<file path="config.mk">
export PLATFORM = sky130hd
export DESIGN_NAME = sreg_frame
export DESIGN_NICKNAME = d
export VERILOG_FILES = /design/src/rtl/sreg_pkg.sv /design/src/rtl/sreg_core.sv /design/src/rtl/sreg_frame.sv
export SDC_FILE = /design/constraint.sdc
export NUM_CORES = 1
export LEC_CHECK = 0
export BUFFER_PORTS_ARGS = -buffer_cell sky130_fd_sc_hd__buf_2
export CAP_MARGIN = 20
export CORE_MARGIN = 1
export CORE_UTILIZATION = 40
export DETAILED_ROUTE_END_ITERATION = 7
export PLACE_DENSITY = 0.58
export SYNTH_ARGS = -nofsm -noshare
export SYNTH_HDL_FRONTEND = slang
export SYNTH_SLANG_ARGS = --single-unit
</file>
<file path="constraint.sdc">
create_clock -name clk -period 2.86 [get_ports clk]
set_input_delay 0.286 -clock clk [delete_from_list [all_inputs] [get_ports clk]]
set_output_delay 0.286 -clock clk [all_outputs]
set_load 0.05 [all_outputs]
</file>
<file path="src/rtl/sreg_pkg.sv">
// Shared types and helpers for the framed serial shifter.
// Used by sreg_core and sreg_frame.
package sreg_pkg;

    localparam int DWIDTH_DEF = 21;

    // Widest word the shift helper handles.
    localparam int MAXW = 64;

    typedef enum logic {
        IDLE   = 1'b0,
        ACTIVE = 1'b1
    } state_t;

    // One serial step. A word narrower than MAXW is passed in
    // zero-extended. In LSB-first mode the new bit lands in bit width-1.
    function automatic logic [MAXW-1:0] shift_word(
        input logic [MAXW-1:0] w,
        input int              width,
        input logic            msb_first,
        input logic            sin
    );
        logic [MAXW-1:0] r;
        if (msb_first) begin
            r = {w[MAXW-2:0], sin};
        end else begin
            r = w >> 1;
            for (int i = 0; i < MAXW; i++)
                if (i == width - 1) r[i] = sin;
        end
        return r;
    endfunction

endpackage

</file>
<file path="src/rtl/sreg_core.sv">
// Shift register with parallel load, enable and bit order.
// Load takes priority over shift; nxt is the post-shift value.
module sreg_core
    import sreg_pkg::*;
#(
    parameter int DWIDTH    = DWIDTH_DEF,
    parameter bit MSB_FIRST = 1'b1
) (
    input  logic              clk,
    input  logic              reset,
    input  logic              load,
    input  logic              shift,
    input  logic              sin,
    input  logic [DWIDTH-1:0] din,
    output logic [DWIDTH-1:0] nxt,
    output logic              sout
);

    logic [DWIDTH-1:0] q;

    assign nxt = DWIDTH'(shift_word(MAXW'(q), DWIDTH,
                                    MSB_FIRST, sin));

    assign sout = MSB_FIRST ? q[DWIDTH-1] : q[0];

    // Word register: clear, reload, or take one serial bit.
    always_ff @(posedge clk) begin
        if (reset)      q <= '0;
        else if (load)  q <= din;
        else if (shift) q <= nxt;
    end

endmodule

</file>
<file path="src/rtl/sreg_frame.sv">
// Framed bidirectional serial shifter for the MCU-to-cart link.
// FSM, bit counter and received-word outputs around sreg_core.
module sreg_frame
    import sreg_pkg::*;
#(
    parameter int DWIDTH    = DWIDTH_DEF,
    parameter bit MSB_FIRST = 1'b1
) (
    input  logic              clk,
    input  logic              reset,
    input  logic              frame,
    input  logic              shift_en,
    input  logic              sin,
    output logic              sout,
    input  logic [DWIDTH-1:0] tx_data,
    output logic [DWIDTH-1:0] rx_data,
    output logic              rx_valid,
    output logic              short_frame,
    output logic              busy
);

    localparam int CNT_W = $clog2(DWIDTH);
    localparam logic [CNT_W-1:0] LAST = CNT_W'(DWIDTH - 1);

    state_t            state;
    logic [CNT_W-1:0]  cnt;
    logic              load;
    logic              shift;
    logic              last;
    logic [DWIDTH-1:0] nxt;

    assign last = (cnt == LAST);
    assign busy = (state == ACTIVE);

    // Core strobes: load at frame start and at each word boundary.
    always_comb begin
        load  = 1'b0;
        shift = 1'b0;
        unique case (1'b1)
            state == IDLE: begin
                load = frame;
            end
            state == ACTIVE: begin
                shift = frame & shift_en;
                load  = frame & shift_en & last;
            end
        endcase
    end

    sreg_core #(
        .DWIDTH    (DWIDTH),
        .MSB_FIRST (MSB_FIRST)
    ) u_core (
        .clk   (clk),
        .reset (reset),
        .load  (load),
        .shift (shift),
        .sin   (sin),
        .din   (tx_data),
        .nxt   (nxt),
        .sout  (sout)
    );

    // Frame FSM, bit count and one-cycle status pulses.
    always_ff @(posedge clk) begin
        if (reset) begin
            state       <= IDLE;
            cnt         <= '0;
            rx_data     <= '0;
            rx_valid    <= 1'b0;
            short_frame <= 1'b0;
        end else begin
            rx_valid    <= 1'b0;
            short_frame <= 1'b0;
            unique case (state)
                IDLE: begin
                    if (frame) begin
                        state <= ACTIVE;
                        cnt   <= '0;
                    end
                end
                ACTIVE: begin
                    if (!frame) begin
                        state       <= IDLE;
                        short_frame <= (cnt != '0);
                        cnt         <= '0;
                    end else if (shift_en) begin
                        if (last) begin
                            cnt      <= '0;
                            rx_data  <= nxt;
                            rx_valid <= 1'b1;
                        end else begin
                            cnt <= cnt + 1'b1;
                        end
                    end
                end
            endcase
        end
    end

endmodule

</file>
* After elaboration in Yosys (flattened, before gate mapping)
Cells that the tools add are included.
Storage, ports and cells: flip-flop bits (word level) 50, input bits 26, word-level logic and storage cells 32, output and inout bits 25
Cells by class: muxes and demuxes 11, add/subtract/negate cells 1, bitwise operators 5, equal/unequal tests 3, reductions and logical operators 6
Operators by type and width (number):
- 21-bit two-way mux | 2
- 5-bit two-way mux | 4
- 5-bit case mux with 2 select lines | 1
- 5-bit by 1-bit adder with 5-bit output (second input constant) | 1
- 5-bit equality test (second input constant) | 1
- 5-bit nonzero test | 1
- 4-bit AND reduction | 1
- 4-bit OR reduction | 1
- 1-bit two-way mux | 3
- 3-bit inequality test (second input constant) | 1
- 1-bit inverter | 3
- 3-bit OR reduction | 1
- 1-bit bitwise AND | 2
- 2-bit inequality test (second input constant) | 1
- 1-bit case mux with 2 select lines | 1
- 2-bit AND reduction | 1
- 2-bit nonzero test | 1

* Logic depth before layout (Yosys ltp)
depth in word-level cells 5, gate-level depth with buffers 8, gate-level depth less buffers 5

* Cells and area by module
Synthesis repeated with hierarchy kept, for this count alone.
Second synthesis, totals: cell total of the unflattened synthesis 235, area, all modules 2177.1 µm²
By module, submodules not included:
- sreg_frame | area an instance 1172.4 µm², cells an instance 140, times used 1, seq. area each 580.6 µm²
- sreg_core | area an instance 1004.7 µm², cells an instance 95, times used 1, seq. area each 420.4 µm²

* Worst setup path after synthesis
No wires, ideal clock.
kind register to register, start register state, in the netlist busy, end register cnt[2], stages on the path, launching flop included 6, buffers on the path 2, data required time 2.769 ns, setup slack 1.131 ns, arrival time 1.639 ns, library setup time 0.091 ns, period minus slack after synthesis 1.729 ns, cells stage by stage dfxtp_1 -> clkbuf_1 -> clkbuf_2 -> and3b_1 -> nor2_1 -> a311oi_1
Between the ends: word-level cells in the longest chain between the ends 3, elaborated cells on any way between the ends 5, classes of those cells eq/ne (2); mux (1); bitwise (1); reduce/logical (1)
RTL lines:
- start, declared | line sreg_frame.sv:25 | state_t state;
- start signal, assigned | line sreg_frame.sv:67 | state <= IDLE;
- start signal, assigned | line sreg_frame.sv:78 | state <= ACTIVE;
- start signal, assigned | line sreg_frame.sv:84 | state <= IDLE;
- 1-bit inverter (no source line)
- 2-bit inequality test (no source line)
- 2-bit AND reduction (no source line)
- end signal, assigned | line sreg_frame.sv:93 | cnt <= cnt + 1'b1;
- end, declared | line sreg_frame.sv:26 | logic [CNT_W-1:0] cnt;
Parallel ways exist; a longest one is shown, timed or not. A chain may end at the register's enable or synchronous reset.

* Worst setup path after layout
start register cnt[0], end register cnt[3]
Between the ends: word-level cells in the longest chain between the ends 5, elaborated cells on any way between the ends 6, classes of those cells add/sub (1); eq/ne (1); mux (4)
RTL lines:
- 5-bit by 1-bit adder with 5-bit output or 5-bit equality test (tied branches) | line sreg_frame.sv:93, sreg_frame.sv:32
- 5-bit two-way mux (*) | line sreg_frame.sv:88 | if (last) begin
- 5-bit two-way mux (*) | line sreg_frame.sv:87 | end else if (shift_en) begin
- 5-bit two-way mux (*) | line sreg_frame.sv:83 | if (!frame) begin
- 5-bit case mux with 2 select lines (*) | line sreg_frame.sv:75 | unique case (state)
Every way passes the cells marked *; elsewhere a longest branch is shown, timed or not. The select of a mux whose other input is x is not followed.

==> results list <==
- Global-route congestion overflow total: 0
* Routed vias: 2242
- Setup repair after global routing left no endpoint under its margin.
- # resized after CTS: 0
- The first global-routing pass estimated 9.867 mm of wire.
- Pre-CTS setup slack: 0.8908 ns
* Area delta synth->final: 14.66%
- Data arrives at the worst endpoint at 2.23 ns.
* Number of setup violations in the final report: 0
- On the final layout, the worst hold slack is 0.2456 ns.
* Post-layout min period: 2.008 ns
* Starting utilization of the core area: around two fifths
- List of cells traversed by the critical path: inv_1 -> ha_1 -> and4b_1 -> or4_1 -> a31oi_1
- In the synthesized netlist the dominant register cell turns out to be sky130_fd_sc_hd__dfxtp_1.
* Number of placed instances with taps included: slightly below 400
- Fraction of registers with async set/reset: 0%
* Antenna violations before repair: 0
- The worst setup path is captured at a register.
- TritonCTS built the clock tree.
* Slowest CP cell: sky130_fd_sc_hd__or4_1
- Number of buffers created by CTS: 5
- Type of the worst setup path: reg2reg
* Tot GR Track Use: 19.75%
- Clock skew on the completed layout was measured at 0.003714 ns.
- The number of failing hold endpoints at the final stage was 0.
- Source-to-sink clock delay at the later pin of the worst-skew pair: 0.30 ns
- The flow ran to the end, and the final reports show no timing, DRC or antenna violations.
- Dividing total power by cell area gives a power density of about 480 mW/mm2.
* CP Max Fanout: 23
* Total detailed-routing wirelength: 6.039 mm
* Final estimated routing congestion in global placement: 0.7320
* Warnings, synthesis: 0
- Summed over all instances, the cell type with the most area after synthesis is sky130_fd_sc_hd__dfxtp_1.
- Mean cell area of the mapped netlist: 8.776 um2
- STA classifies the critical path startpoint as a register.
* Chip width: 81.08 um
* Remaining DRCs: 0
* Via density per instance: between 5 and 6
- Dividing the detail-routed wire length by the instance count gives ~15 um.
- Reported max-cap violation count: 0
* Deepest clock path buffer count: 2
- Die footprint: 0.006573 mm2
- Among all cell types in the netlist, the one instantiated most often is sky130_fd_sc_hd__dfxtp_1.
- The number of global-route vias before repair came to between 1500 and 2000.
- Crit share post-route: a little over two thirds
- Port buffering added 50 buffers.
- Post-synth cell types: 32
* Share of final-layout standard cells stronger than drive strength 1: 25.23%
- Post-synth EDFFs: 0
- For the pin with the worst max-slew slack, the measured transition is roughly 0.90 ns.
* IR drop worst, VDD: roughly 0.26 mV
- Register clock-pin slew on the reported worst setup and hold paths: 0.09 ns
- Required @ worst endpoint: approximately 3.1 ns
- The cell area that synthesis handed to floorplanning was between 0.002 and 0.003 mm2.
* Critical path's largest stage delay: slightly above 0.6 ns
- Top achievable clock speed: 498.1 MHz
- Count of hold-fix buffers inserted at cts: 0
* Number of DRC markers after the initial detailed-route iteration: 155
* Leading cell types by total area after synthesis: sky130_fd_sc_hd__dfxtp_1 40%, sky130_fd_sc_hd__a2111oi_2 9.0%, sky130_fd_sc_hd__a21oi_1 9.0%, sky130_fd_sc_hd__mux2i_1 8.4%, sky130_fd_sc_hd__nand2b_1 5.8%
- Clock root buffer master: sky130_fd_sc_hd__clkbuf_8
- After synthesis the netlist holds a flip-flop and latch count of 50.
- Top delay family on crit path: simple AND/OR/NAND/NOR gates
- Net count after synthesis: 313
- The share of the Yosys chip area taken by registers is 40.02%.
* Cells after synthesis: around 290
- Entering global routing, the biggest net connects 41 pins.
- The die is roughly 81 um tall.
* Post-layout net count: 348
* Placed wire-length estimate: about 3.7 mm
* Post-route insts no fill: 396
- Final worst-path setup slack: 0.8524 ns
- The floorplan has 28 rows.
* Top cells by count, synth: 50 x sky130_fd_sc_hd__dfxtp_1, 45 x sky130_fd_sc_hd__a21oi_1, 25 x sky130_fd_sc_hd__nand3_1, 25 x sky130_fd_sc_hd__o21ai_0
- The first detailed-routing pass took 4 iterations.
- The floorplan step defined a core boundary enclosing around 0.006 mm2.
- Remaining number of nets flagged by the antenna check after routing: 0
- Number of antenna repair diodes: 0
* Leakage dissipation: 1.210 nW
- Sink count of the clock tree: 50
* Post-CTS Repair Setup Buffers: 0
- The min-delay analysis places its worst path in the category in2reg.
* Setup_tns: 0 ns
* Worst path buffer plus inverter count: 1
- Top cell type's share of synthesized area: 40.02%
- Count of pins on the block boundary: 51
- The final-report max-slew violation count is 0.
- H-tree lvl count: 2
- In this run the tightest slew margin relative to its limit is 39.67%.
-- final timing paths --
check | startpoint | to | slack (ns) | cells past startpoint
min | sin | rx_data[0]$_SDFFE_PP0P_ | 0.25 | 3
max | cnt[0]$_SDFFE_PP0P_ | cnt[3]$_SDFFE_PP0P_ | 0.85 | 5
min reg2reg | rx_data[16]$_SDFFE_PP0P_ | rx_data[16]$_SDFFE_PP0P_ | 0.48 | 2
max reg2reg | cnt[0]$_SDFFE_PP0P_ | cnt[3]$_SDFFE_PP0P_ | 0.85 | 5
-- tightest hold or removal path, stage by stage --
cell and delay, ns:
sky130_fd_sc_hd__buf_2 0.11, sky130_fd_sc_hd__nand3_1 0.06, sky130_fd_sc_hd__a21oi_1 0.05
-- cell families (layout without fill, tap and decap cells) --
| logic type | after synthesis | after routing | synth area share, % |
|---|---|---|---|
| simple gates | 86 | 86 | 18.41 |
| fa+ha+maj | 2 | 2 | 1.000 |
| flops | 50 | 50 | 40.02 |
| buf+inv | 32 | 68 | 6.203 |
| mux | 21 | 21 | 8.404 |
| compound gates | 94 | 94 | 25.96 |
-- sequential cells by signal, indices dropped and copies added, names as in the netlist --
name,flops
busy,1
cnt,5
rx_data,21
rx_valid,1
short_frame,1
u_core.q,21
-- cells in the final DEF, fill, tap and decap left out, types with 6 or more instances in the layout --
cell type	netlist	layout
sky130_fd_sc_hd__buf_2	9	50
sky130_fd_sc_hd__buf_4	1	8
sky130_fd_sc_hd__nand3_1	25	25
sky130_fd_sc_hd__mux2i_1	21	21
sky130_fd_sc_hd__nand2b_1	23	23
sky130_fd_sc_hd__nor2_1	23	23
sky130_fd_sc_hd__clkbuf_8	0	8
sky130_fd_sc_hd__a2111oi_2	15	15
sky130_fd_sc_hd__dfxtp_1	50	50
sky130_fd_sc_hd__a21oi_1	45	45
sky130_fd_sc_hd__o21ai_0	25	25
sky130_fd_sc_hd__a2111oi_0	6	6
-- final cells by class --
| class | count | area, um2 |
|---|---|---|
| Fill cell | 606 | 3123 |
| Multi-Input combinational cell | 203 | 1345 |
| Sequential cell | 50 | 1001 |
| Timing Repair Buffer | 58 | 310.3 |
| Clock buffer | 8 | 110.1 |
| Tap cell | 75 | 93.84 |
| Inverter | 2 | 7.507 |
-- power breakdown --
| group | total (W) | internal (W) | switching (W) |
|---|---|---|---|
| Combinational | 0.000167 | 0.0000678 | 0.0000993 |
| Sequential | 0.000741 | 0.000721 | 0.0000194 |
| Clock | 0.000481 | 0.000245 | 0.000236 |
| Total | 0.00139 | 0.00103 | 0.000355 |
-- routing by layer --
layer	global-route usage [%]	vias to the layer above	share of wire, %
li1	-	1116	-
met1	27.11	1058	47
met2	29.92	64	46
met3	4.607	4	5.5
met4	7.321	0	0.84
met5	0	-	0
-- per-stage QoR --
stage / cell area [um2] / total power, W / util (%)
final: 2868 / 0.001388 / 47.87
after global routing: 2868 / 0.001454 / 47.87
after CTS: 2868 / 0.001403 / 47.87
after detailed placement: 2758 / 0.0009238 / 46.03
after global placement: 2758 / 0.0009228 / 46.03
after floorplan: 2501 / 0.0008712 / -
Power figures use the tool's default switching activity.
